$ cat src/rtl/clock_edge_meter.sv
// clock_edge_meter
// Samples a slow asynchronous clock-like input in the system clock domain,
// emits one-cycle rise/fall strobes, measures high/low phase lengths, reports
// each complete period and flags timeout when no edge arrives in time.
// Optional feature macro: CLOCK_EDGE_METER_LOCK_EN builds the period
// comparator that drives `locked`; without it `locked` is tied low.
module clock_edge_meter #(
  parameter int MaxCount  = 1024,
  parameter int Tolerance = 1
) (
  input  logic                          clock,
  input  logic                          reset,
  input  logic                          slowClock,
  input  logic                          enable,
  output logic                          risePulse,
  output logic                          fallPulse,
  output logic [$clog2(MaxCount+1)-1:0] highCount,
  output logic [$clog2(MaxCount+1)-1:0] lowCount,
  output logic                          periodValid,
  output logic                          locked,
  output logic                          timeout
);
  localparam int W = $clog2(MaxCount + 1);
  localparam logic [W-1:0] MaxW = W'(MaxCount);
  localparam logic [W-1:0] OneW = W'(1);

  typedef enum logic [1:0] {
    S_IDLE,
    S_WAIT_RISE,
    S_MEAS_HIGH,
    S_MEAS_LOW
  } state_t;

  state_t       r_state;
  state_t       w_stateNext;
  logic         r_s0;
  logic         r_s1;
  logic         r_prev;
  logic         w_rise;
  logic         w_fall;
  logic [W-1:0] r_count;
  logic [W-1:0] w_countNext;
  logic         w_captureHigh;
  logic         w_captureLow;
  logic         w_timeoutEvt;

  // Edges are judged on the synchronized level against its one-cycle history.
  assign w_rise = r_s1 & ~r_prev;
  assign w_fall = ~r_s1 & r_prev;

  // Two-flop synchronizer plus history flop; runs regardless of enable.
  always_ff @(posedge clock or negedge reset) begin
    if (!reset) begin
      r_s0   <= 1'b0;
      r_s1   <= 1'b0;
      r_prev <= 1'b0;
    end else begin
      r_s0   <= slowClock;
      r_s1   <= r_s0;
      r_prev <= r_s1;
    end
  end

  // Measurement state register.
  always_ff @(posedge clock or negedge reset) begin
    if (!reset) begin
      r_state <= S_IDLE;
    end else begin
      r_state <= w_stateNext;
    end
  end

  // Next state, counter update and capture/timeout decisions. An edge seen in
  // the same cycle the counter sits at MaxCount takes priority over timeout.
  always_comb begin
    w_stateNext   = r_state;
    w_countNext   = r_count;
    w_captureHigh = 1'b0;
    w_captureLow  = 1'b0;
    w_timeoutEvt  = 1'b0;
    if (!enable) begin
      w_stateNext = S_IDLE;
    end else begin
      case (r_state)
        S_IDLE: begin
          w_stateNext = S_WAIT_RISE;
        end
        S_WAIT_RISE: begin
          if (w_rise) begin
            w_stateNext = S_MEAS_HIGH;
            w_countNext = OneW;
          end
        end
        S_MEAS_HIGH: begin
          if (w_fall) begin
            w_captureHigh = 1'b1;
            w_countNext   = OneW;
            w_stateNext   = S_MEAS_LOW;
          end else if (r_count == MaxW) begin
            w_timeoutEvt = 1'b1;
            w_countNext  = '0;
            w_stateNext  = S_WAIT_RISE;
          end else begin
            w_countNext = r_count + OneW;
          end
        end
        S_MEAS_LOW: begin
          if (w_rise) begin
            w_captureLow = 1'b1;
            w_countNext  = OneW;
            w_stateNext  = S_MEAS_HIGH;
          end else if (r_count == MaxW) begin
            w_timeoutEvt = 1'b1;
            w_countNext  = '0;
            w_stateNext  = S_WAIT_RISE;
          end else begin
            w_countNext = r_count + OneW;
          end
        end
        default: begin
          w_stateNext = S_IDLE;
        end
      endcase
    end
  end

  // Counter, strobes, captured phase lengths and sticky timeout.
  always_ff @(posedge clock or negedge reset) begin
    if (!reset) begin
      r_count     <= '0;
      risePulse   <= 1'b0;
      fallPulse   <= 1'b0;
      periodValid <= 1'b0;
      highCount   <= '0;
      lowCount    <= '0;
      timeout     <= 1'b0;
    end else begin
      r_count     <= w_countNext;
      risePulse   <= enable & w_rise;
      fallPulse   <= enable & w_fall;
      periodValid <= w_captureLow;
      if (w_captureHigh) begin
        highCount <= r_count;
      end
      if (w_captureLow) begin
        lowCount <= r_count;
      end
      if (w_timeoutEvt) begin
        timeout <= 1'b1;
      end else if (enable && w_rise && (r_state != S_IDLE)) begin
        timeout <= 1'b0;
      end
    end
  end

`ifdef CLOCK_EDGE_METER_LOCK_EN
  localparam logic [W:0] TolW = (W+1)'(Tolerance);

  logic [W:0] w_period;
  logic [W:0] w_diff;
  logic [W:0] r_periodPrev;
  logic       r_periodHave;

  // Period is one bit wider than the counts so the sum never wraps.
  assign w_period = {1'b0, highCount} + {1'b0, lowCount};
  assign w_diff   = (w_period >= r_periodPrev) ? (w_period - r_periodPrev)
                                               : (r_periodPrev - w_period);

  // Lock tracking: the first period after a fresh start is only stored;
  // later ones are compared with their predecessor one cycle after capture.
  always_ff @(posedge clock or negedge reset) begin
    if (!reset) begin
      r_periodPrev <= '0;
      r_periodHave <= 1'b0;
      locked       <= 1'b0;
    end else if (!enable || (r_state == S_IDLE) || (r_state == S_WAIT_RISE)) begin
      r_periodHave <= 1'b0;
      locked       <= 1'b0;
    end else if (w_timeoutEvt) begin
      r_periodHave <= 1'b0;
      locked       <= 1'b0;
    end else if (periodValid) begin
      r_periodPrev <= w_period;
      r_periodHave <= 1'b1;
      locked       <= r_periodHave && (w_diff <= TolW);
    end
  end
`else
  assign locked = 1'b0;
`endif

endmodule
$ cat config.mk
export PLATFORM = sky130hd
export DESIGN_NAME = clock_edge_meter
export DESIGN_NICKNAME = d
export VERILOG_FILES = /design/src/rtl/clock_edge_meter.sv
export SDC_FILE = /design/constraint.sdc
export NUM_CORES = 1
export LEC_CHECK = 0
export ABC_AREA = 0
export CORE_MARGIN = 5
export CORE_UTILIZATION = 45
export CTS_BUF_LIST = sky130_fd_sc_hd__clkbuf_8
export DETAILED_ROUTE_END_ITERATION = 6
export PLACE_DENSITY = 0.8
export SYNTH_ARGS = -nofsm -noshare
export SYNTH_HDL_FRONTEND = slang
export SYNTH_SLANG_ARGS = --single-unit
$ cat constraint.sdc
create_clock -name clock -period 2.16 [get_ports clock]
set_clock_uncertainty 0.2 [all_clocks]
set_input_delay 0.432 -clock clock [delete_from_list [all_inputs] [get_ports clock]]
set_output_delay 0.432 -clock clock [all_outputs]
set_load 0.05 [all_outputs]
# --- Word level (Yosys, flattened, before mapping) ---
# Cells that the tools add are included.
# W data, S select, Z words.
word_totals:
  reg_bits: 42
  input_bits: 4
  out_inout_bits: 27
  elab_cells: 55
classes:
  add_sub_neg: 1
  n_eq_ne: 6
  muxes: 24
  bitwise: 6
  reduce_logical: 7
op_table:
  columns: ["op", "n"]
  rows:
  - ["$mux W11", 4]
  - ["$pmux W11 S3", 1]
  - ["$mux W1", 12]
  - ["$add A11 B1 Y11 const B", 1]
  - ["$eq A11 B11 Y1 const B", 1]
  - ["$mux W2", 5]
  - ["$pmux W2 S4", 1]
  - ["$and A1 B1 Y1", 4]
  - ["$eq A2 B2 Y1 const B", 2]
  - ["$reduce_bool A2 Y1", 2]
  - ["$ne A3 B3 Y1 const B", 1]
  - ["$reduce_and A3 Y1", 1]
  - ["$reduce_bool A3 Y1", 1]
  - ["$eq A2 B1 Y1 const B", 1]
  - ["$logic_and A1 B1 Y1", 2]
  - ["$logic_not A2 Y1", 1]
  - ["$ne A2 B2 Y1 const B", 1]
  - ["$not A1 Y1", 2]
  - ["$pmux W1 S2", 1]

# --- Depth between registers and ports, before layout ---
# Gate-level depths: netlist (run 1).
depth:
  word_depth: 6
  depth_mapped: 6
  depth_no_buf: 6

# --- Least setup slack after synthesis (run 1) ---
# Ideal clock, no wire load.
synth_path:
  kind: "input to register"
  startpoint: "input enable"
  endpoint: "register lowCount[2]"
  setup_ps: 128
  arrival_ps: 1474
  required_time_ps: 1832
  slack_ps: 358
  stages: 5
  n_path_buf: 2
  cell_sequence: "buf_2 and3b_1 and3_1 buf_4 mux2_1"
synth_between:
  elab_chain_cells: 1
synth_rtl:
  columns: ["item", "line", "source"]
  rows:
  - ["start: declaration", "14", "input logic enable,"]
  - ["$mux W1", "81", "if (!enable) begin"]
  - ["net w_captureLow", "44", "logic w_captureLow;"]
  - ["end signal: assignment", "146", "lowCount <= r_count;"]
  - ["end: declaration", "18", "output logic [$clog2(MaxCount+1)-1:0] lowCount,"]
# The timed path passes the listed nets, and every way through them passes these cells.
# A chain may end at the register's enable or synchronous reset.

# --- Worst setup path in the final report (run 1) ---
layout_path:
  startpoint: "register highCount[9]"
  endpoint: "output highCount[9]"
layout_lines:
  columns: ["item", "line", "source"]
  rows:
  - ["start: declaration", "17", "output logic [$clog2(MaxCount+1)-1:0] highCount,"]
  - ["start signal: assignment", "143", "highCount <= r_count;"]
# No word-level cell between the ends.

==> tab_implementation.tex, run 1 <==
\begin{tabular}{lr}
\hline
Metric & Value \\
\hline
\multicolumn{2}{l}{\textbf{Place}} \\
Final GP Congestion & 0.838 \\
Half-perimeter wire length of the detailed placement result & approximately 2900 um \\
Area after DPL & 2290 um2 \\
Count of buffers from port buffering & 29 \\
Post-placement worst setup slack & -0.0578 ns \\
\multicolumn{2}{l}{\textbf{Detailed routing}} \\
Vias after detailed routing & approximately 1,400 \\
Length of the first detailed-routing pass in iterations & 4 \\
Mean routed wirelength per cell & 16.2 um \\
Residual antenna-violating net count after detailed routing & 0 \\
Post-DR vias/cell & about 5.6 \\
1st-iter DRT viols & between 70 and 80 \\
Final Routed Wirelength & roughly 3900 um \\
Number of remaining DRC errors & 0 \\
\multicolumn{2}{l}{\textbf{Worst setup path}} \\
Startpoint kind of the worst setup timing path & flip-flop \\
Setup slack, reg-to-reg & between 0.15 and 0.2 ns \\
Cell with the largest stage delay on the worst path & clkdlybuf4s50\_1 \\
Slowest Stage Delay on Critical Path & approximately 0.82 ns \\
Count of buffer and inverter cells on the critical path & 1 \\
Crit path capture type & primary output \\
Top delay family on crit path & buffers and inverters \\
Maximum fanout encountered on the critical timing path & 2 \\
Required time of the critical path & about 1.5 ns \\
Arrival time worst endpoint & 1.47 ns \\
Cells traversed along the worst timing path & clkdlybuf4s50\_1 \\
Start-to-end type of the worst setup path & reg2out \\
\multicolumn{2}{l}{\textbf{Logic synthesis}} \\
Area fraction in compound gates after synthesis & 0.110 \\
Distinct cell type count after synthesis & 38 \\
Netlist area before placement & roughly 1900 um2 \\
Largest family of logic cells by synthesized area & simple AND/OR/NAND/NOR gates \\
Fraction of the mapped netlist area in adder cells & 0.0131 \\
Top post-synthesis cells by area & dfrtp\_1 (55\%), mux2\_1 (13\%), a2111oi\_2 (2.4\%) \\
Post-synth EDFFs & 0 \\
Post-synthesis share of cell area spent on and, or, nand and nor gates & 0.135 \\
Avg Synthesized Cell Area & between 10 and 15 um2 \\
Post-synth ARST share & 1.00 \\
Synth Net Count & 161 \\
Post-synthesis sequential area ratio & 0.550 \\
Most used DFF post-synth & dfrtp\_1 \\
Library cell with the largest summed area after synthesis & dfrtp\_1 \\
Synth top area share & 0.550 \\
Xor/xnor share of the synthesized area & 0.0229 \\
Flops \& latches, synth & 42 \\
Synth Warn \# & 0 \\
Multiplexer area fraction after synthesis & 0.130 \\
Cell count after synthesis & around 160 \\
\multicolumn{2}{l}{\textbf{Floorplanning}} \\
Placeable Area & roughly 4100 um2 \\
Die outline width & around 75 um \\
Full die area & between 5000 and 6000 um2 \\
Num rows & 23 \\
Die height & 75.2 um \\
Initial standard-cell utilization of the core & 0.471 \\
I/O pin cnt & 31 \\
\multicolumn{2}{l}{\textbf{Hold path}} \\
Classification of the worst-slack hold path & reg2reg \\
\multicolumn{2}{l}{\textbf{Power and ir drop}} \\
Overall power of the completed layout & roughly 0.0016 W \\
Worst IR Drop VDD & about 0.39 mV \\
Sequential Power Share & 0.529 \\
Net Sw Frac & 0.297 \\
Int Pwr & 0.00114 W \\
Part of the power in the clock network & 0.320 \\
Leakage & 1.14 nW \\
Pwr per Cell Area & between 600 and 700 nW/um2 \\
Sw power & just under 0.0005 W \\
Comb power frac & 0.151 \\
\multicolumn{2}{l}{\textbf{Timing}} \\
Max-slew violation count & 0 \\
Transition at the pin with the smallest max-transition slack & around 0.53 ns \\
Count of endpoints failing setup in the final report & 0 \\
Max-slew headroom at the worst pin & 0.648 \\
Final worst-path cycle share & 0.975 \\
RSZ-0062 raised after global routing & false \\
Post-route setup TNS & 0 ns \\
Fin. Hold Viols & 0 \\
Time the final worst path needs with I/O delays and setup & 2.11 ns \\
Worst path setup slack after routing & $\sim$0.054 ns \\
Highest clock rate & between 400 and 500 MHz \\
\multicolumn{2}{l}{\textbf{Clock network}} \\
Number of levels in the clock H-tree & 2 \\
CTS Root Buffer Type & clkbuf\_8 \\
Clock sink count & 42 \\
Clock slew at the register clock pins of the worst setup and hold paths & roughly 0.08 ns \\
Insertion delay to the later sink of the worst-skew pair & approximately 0.30 ns \\
CTS tree & done \\
TritonCTS buffer count & 5 \\
Number of buffers between clock root and the deepest sink & 2 \\
\multicolumn{2}{l}{\textbf{Job}} \\
Number of max-capacitance violations reported & 0 \\
\multicolumn{2}{l}{\textbf{Cells and area}} \\
Fill cell instance count of the final layout & 341 \\
Area of all placed cells without fillers & 2400 um2 \\
Antenna fix cells & 0 \\
Relative area change from synthesis to final layout & 25.5\% \\
Fraction of final layout cells with drive strength greater than 1 & 0.145 \\
Number of nets in the finished design & 198 \\
\multicolumn{2}{l}{\textbf{Global routing}} \\
Antenna violations before repair & 0 \\
Global-route wire length before repair & approximately 6800 um \\
Total global routing overflow & 0 \\
Overall track demand over capacity in global routing & 0.161 \\
Vias in the first global route & $\sim$1,500 \\
Pin count of the biggest net entering global routing & 43 \\
\multicolumn{2}{l}{\textbf{Run status}} \\
Status & finished clean \\
\hline
\end{tabular}
-- registers in the layout, indices dropped and copies added (netlist names) --
signal       cells
r_prev           1
periodValid      1
r_s1             1
fallPulse        1
r_s0             1
r_count         11
risePulse        1
r_state          2
timeout          1
lowCount        11
highCount       11
-- logic make-up after synthesis --
| family | Yosys count |
|---|---|
| fa+ha+maj | 2 |
| flops | 42 |
| simple gates | 42 |
| xor+xnor | 5 |
| mux | 22 |
| other cells | 1 |
| compound gates | 26 |
| buf+inv | 15 |
-- final timing paths --
kind / from / to / cells after the start
max: highCount[9]$_DFFE_PN0P_ / highCount[9] / 1
min: r_s0$_DFF_PN0_ / r_s1$_DFF_PN0_ / 0
max reg2reg: r_count[0]$_DFFE_PN0P_ / r_count[9]$_DFFE_PN0P_ / 6
min reg2reg: r_s0$_DFF_PN0_ / r_s1$_DFF_PN0_ / 0
max in group asynchronous: reset / r_count[10]$_DFFE_PN0P_ / 3
min in group asynchronous: reset / r_count[5]$_DFFE_PN0P_ / 3
-- synthesized netlist by cell type, types with 2 or more instances --
master	instances
dfrtp_1	42
mux2_1	22
nand2_1	10
inv_1	8
nor2_1	8
nand3_1	7
and3_1	5
xnor2_1	4
a2111oi_2	3
a21oi_1	3
and3b_1	3
buf_2	3
buf_4	3
o21ai_1	3
o22ai_1	3
a31oi_1	2
ha_1	2
nor4b_2	2
o21a_1	2
o21ai_0	2
-- through the flow --
step / cells / hold WS, ns / utilization
after floorplan: 155 / -0.0636 / -
after global placement: 234 / 0.133 / 0.565
after detailed placement: 234 / 0.145 / 0.565
after CTS: 243 / 0.162 / 0.590
after global routing: 243 / 0.180 / 0.591
final: 243 / 0.160 / 0.591
-- repair_timing --
action	in CTS	in global routing
hold endpoints to repair	42	0
hold buffers	1	0
resized for setup	0	2
setup buffers	0	0
setup endpoints to repair	0	2
-- power groups by stage --
stage,Sequential [W],Clock [W],Combinational (W)
6_report,0.000859,0.000519,0.000245
5_1_grt,0.000866,0.000563,0.000264
4_1_cts,0.000859,0.000532,0.000248
3_5_place_dp,0.000875,0,0.000245
3_3_place_gp,0.000870,0,0.000237
2_1_floorplan,0.000940,0,0.0000840
-- routing by layer --
metal,track usage,part of all wire
met5,0,0
met3,0.0494,0.064
met4,0.0621,0.014
met2,0.272,0.52
met1,0.192,0.40
-- area by class of cell --
type                            instances  area (um2)  area share
Tap cell                               50        62.6      0.0261
Sequential cell                        42        1050       0.438
Clock inverter                          3        23.8     0.00991
Inverter                                8        30.0      0.0125
Multi-Input combinational cell         98         788       0.328
Timing Repair Buffer                   37         375       0.156
Clock buffer                            5        68.8      0.0287
-- cells in the final DEF (no fill, tap or decap), drive strengths merged, types with 2 or more instances in the layout --
| cell type | count |
|---|---|
| a21oi | 4 |
| ha | 2 |
| o21ai | 5 |
| inv | 9 |
| nor4b | 2 |
| clkbuf | 5 |
| and3 | 5 |
| o22ai | 3 |
| clkdlybuf4s50 | 25 |
| dlymetal6s2s | 2 |
| xnor2 | 4 |
| nand2 | 10 |
| nand3 | 7 |
| and3b | 3 |
| a2111oi | 3 |
| o21a | 2 |
| clkinvlp | 2 |
| dfrtp | 42 |
| buf | 9 |
| mux2 | 22 |
| nor2 | 9 |
| a31oi | 3 |
No activity file was read; power rests on OpenSTA's default activity.
==> inputs of run 2 (changes only) <==
==> constraint.sdc (replaced) <==
create_clock -name clock -period 2.7 [get_ports clock]
set_clock_uncertainty 0.2 [all_clocks]
set_input_delay 0.54 -clock clock [delete_from_list [all_inputs] [get_ports clock]]
set_output_delay 0.54 -clock clock [all_outputs]
set_load 0.05 [all_outputs]
==> tab_implementation.tex, run 2 (same netlist as run 1, synthesis figures left out) <==
\begin{tabular}{lr}
\hline
Metric & Value \\
\hline
\multicolumn{2}{l}{\textbf{Run status}} \\
Status & finished clean \\
\multicolumn{2}{l}{\textbf{Timing}} \\
Post-route setup TNS & 0 ns (unchanged) \\
RSZ-0062 raised after global routing & false \\
Max-slew violation count & 0 (unchanged) \\
Max-slew headroom at the worst pin & 0.400 (-0.247) \\
Worst path setup slack after routing & 0.468 ns (+0.414 ns) \\
Time the final worst path needs with I/O delays and setup & between 2 and 2.5 ns \\
Worst hold margin & 0.151 ns (-0.00865 ns) \\
Final worst-path cycle share & 0.827 \\
Transition at the pin with the smallest max-transition slack & 0.899 ns (+0.372 ns) \\
Fin. Hold Viols & 0 (unchanged) \\
Highest clock rate & $\sim$450 MHz \\
Count of endpoints failing setup in the final report & 0 (unchanged) \\
\multicolumn{2}{l}{\textbf{Detailed routing}} \\
Length of the first detailed-routing pass in iterations & 4 (unchanged) \\
Vias after detailed routing & 1,339 (-1.0\%) \\
1st-iter DRT viols & 89 (+14\%) \\
Mean routed wirelength per cell & 16.2 um (+0.16\%) \\
Post-DR vias/cell & 5.65 (+1.5\%) \\
Number of remaining DRC errors & 0 (unchanged) \\
Residual antenna-violating net count after detailed routing & 0 (unchanged) \\
Final Routed Wirelength & 3850 um (-2.3\%) \\
\multicolumn{2}{l}{\textbf{Worst setup path}} \\
Start-to-end type of the worst setup path & in2reg \\
Cells traversed along the worst timing path & clkdlybuf4s50\_1, nand2\_1, nor2b\_1, buf\_4, mux2\_1 \\
Count of buffer and inverter cells on the critical path & 2 (+1) \\
Slowest Stage Delay on Critical Path & 0.67 ns (-0.15 ns) \\
Startpoint kind of the worst setup timing path & input port \\
Crit path capture type & flip-flop \\
Maximum fanout encountered on the critical timing path & 11 (+9) \\
Required time of the critical path & 2.68 ns (+1.15 ns) \\
Cell with the largest stage delay on the worst path & clkdlybuf4s50\_1 \\
Top delay family on crit path & buffers and inverters \\
Arrival time worst endpoint & 2.21 ns (+0.74 ns) \\
\multicolumn{2}{l}{\textbf{Power and ir drop}} \\
Comb power frac & 0.145 (-0.006) \\
Net Sw Frac & 0.281 (-0.0160) \\
Pwr per Cell Area & 554 nW/um2 (-18\%) \\
Sequential Power Share & 0.533 (+0.004) \\
Worst IR Drop VDD & 0.403 mV (+3.9\%) \\
Part of the power in the clock network & 0.322 (+0.002) \\
Overall power of the completed layout & 0.00129 W (-21\%) \\
Sw power & 0.000363 W (-25\%) \\
Leakage & 1.07 nW (-5.9\%) \\
Int Pwr & 0.000927 W (-19\%) \\
\multicolumn{2}{l}{\textbf{Clock network}} \\
Number of levels in the clock H-tree & 2 (unchanged) \\
Number of buffers between clock root and the deepest sink & 2 (unchanged) \\
Clock slew at the register clock pins of the worst setup and hold paths & 0.07 ns (about the same) \\
Number of post-CTS setup repair buffers & 0 (unchanged) \\
TritonCTS buffer count & 5 (unchanged) \\
CTS Root Buffer Type & clkbuf\_8 \\
CTS tree & done \\
Hold Buf Count CTS & 0 (-1) \\
Clock sink count & 42 (unchanged) \\
Cts repair resizes & 0 (unchanged) \\
Insertion delay to the later sink of the worst-skew pair & 0.30 ns (about the same) \\
\multicolumn{2}{l}{\textbf{Global routing}} \\
Global-route wire length before repair & 6570 um (-3.8\%) \\
Antenna violations before repair & 0 (unchanged) \\
Overall track demand over capacity in global routing & 0.157 (-0.00411) \\
Vias in the first global route & 1,421 (-4.8\%) \\
Pin count of the biggest net entering global routing & 43 (unchanged) \\
Total global routing overflow & 0 (unchanged) \\
\multicolumn{2}{l}{\textbf{Floorplanning}} \\
Die height & 75.2 um (unchanged) \\
Die outline width & 75.2 um (unchanged) \\
I/O pin cnt & 31 (unchanged) \\
Full die area & 5650 um2 (unchanged) \\
Initial standard-cell utilization of the core & 0.471 (unchanged) \\
Num rows & 23 (unchanged) \\
Placeable Area & 4060 um2 (unchanged) \\
\multicolumn{2}{l}{\textbf{Cells and area}} \\
Fill cell instance count of the final layout & 324 (-5.0\%) \\
Number of nets in the finished design & 192 (-3.0\%) \\
Relative area change from synthesis to final layout & 21.7\% \\
Fraction of final layout cells with drive strength greater than 1 & 0.118 (-0.0274) \\
Most common library cell in the layout ignoring fill and taps & dfrtp\_1 \\
Post-Route Utilization & 0.574 (-0.0179) \\
Registers with the most flip-flops & highCount x11, lowCount x11, r\_count x11 \\
Antenna fix cells & 0 (unchanged) \\
Commonest cells after routing, fill and taps aside & dfrtp\_1 (42), clkdlybuf4s50\_1 (28), mux2\_1 (22), nand2\_1 (10) \\
\multicolumn{2}{l}{\textbf{Place}} \\
Post-placement worst setup slack & 0.171 ns (+0.228 ns) \\
Half-perimeter wire length of the detailed placement result & 2740 um (-4.5\%) \\
Final GP Congestion & 0.855 (+2.1\%) \\
Count of buffers from port buffering & 29 (unchanged) \\
\multicolumn{2}{l}{\textbf{Hold path}} \\
Classification of the worst-slack hold path & reg2reg \\
\multicolumn{2}{l}{\textbf{Job}} \\
Number of max-capacitance violations reported & 0 (unchanged) \\
\hline
\end{tabular}
run 2: worst paths after layout:
check                                        from                  endpoint  slack, ns  depth (start not counted)
setup / recovery                           enable  highCount[9]$_DFFE_PN0P_       0.47                          5
hold / removal                     r_s0$_DFF_PN0_            r_s1$_DFF_PN0_       0.15                          0
setup reg to reg           r_count[0]$_DFFE_PN0P_   r_count[10]$_DFFE_PN0P_       0.74                          6
hold reg to reg                    r_s0$_DFF_PN0_            r_s1$_DFF_PN0_       0.15                          0
max in group asynchronous                   reset  lowCount[10]$_DFFE_PN0P_       1.58                          1
min in group asynchronous                   reset    r_count[3]$_DFFE_PN0P_       0.17                          1
run 2: through the flow:
step                      cell area (um2)  instances
after CTS                            2330        237
after global routing                 2330        237
after detailed placement             2230        229
after floorplan                      1910        155
after global placement               2230        229
final                                2330        237
run 2: power by group through the flow:
stage / clock (W) / sequential (W) / combinational, W
after floorplan: 0 / 0.000752 / 0.0000672
after global placement: 0 / 0.000697 / 0.000183
after global routing: 0.000453 / 0.000693 / 0.000202
final: 0.000416 / 0.000687 / 0.000187
after CTS: 0.000425 / 0.000688 / 0.000189
after detailed placement: 0 / 0.000700 / 0.000189
run 2: routing by layer:
layer | up-vias | global-route usage | wire length [um]
li1 | 609 | - | -
met1 | 677 | 0.185 | 1570
met2 | 43 | 0.266 | 1960
met3 | 10 | 0.0454 | 218
met4 | 0 | 0.0680 | 96
met5 | - | 0 | 0
run 2: cell type report:
class / instances / area [um2] / share of cell area
Sequential cell: 42 / 1050 / 0.452
Multi-Input combinational cell: 98 / 788 / 0.339
Timing Repair Buffer: 31 / 300 / 0.129
Clock buffer: 6 / 82.6 / 0.0355
Tap cell: 50 / 62.6 / 0.0269
Inverter: 8 / 30.0 / 0.0129
Clock inverter: 2 / 12.5 / 0.00538
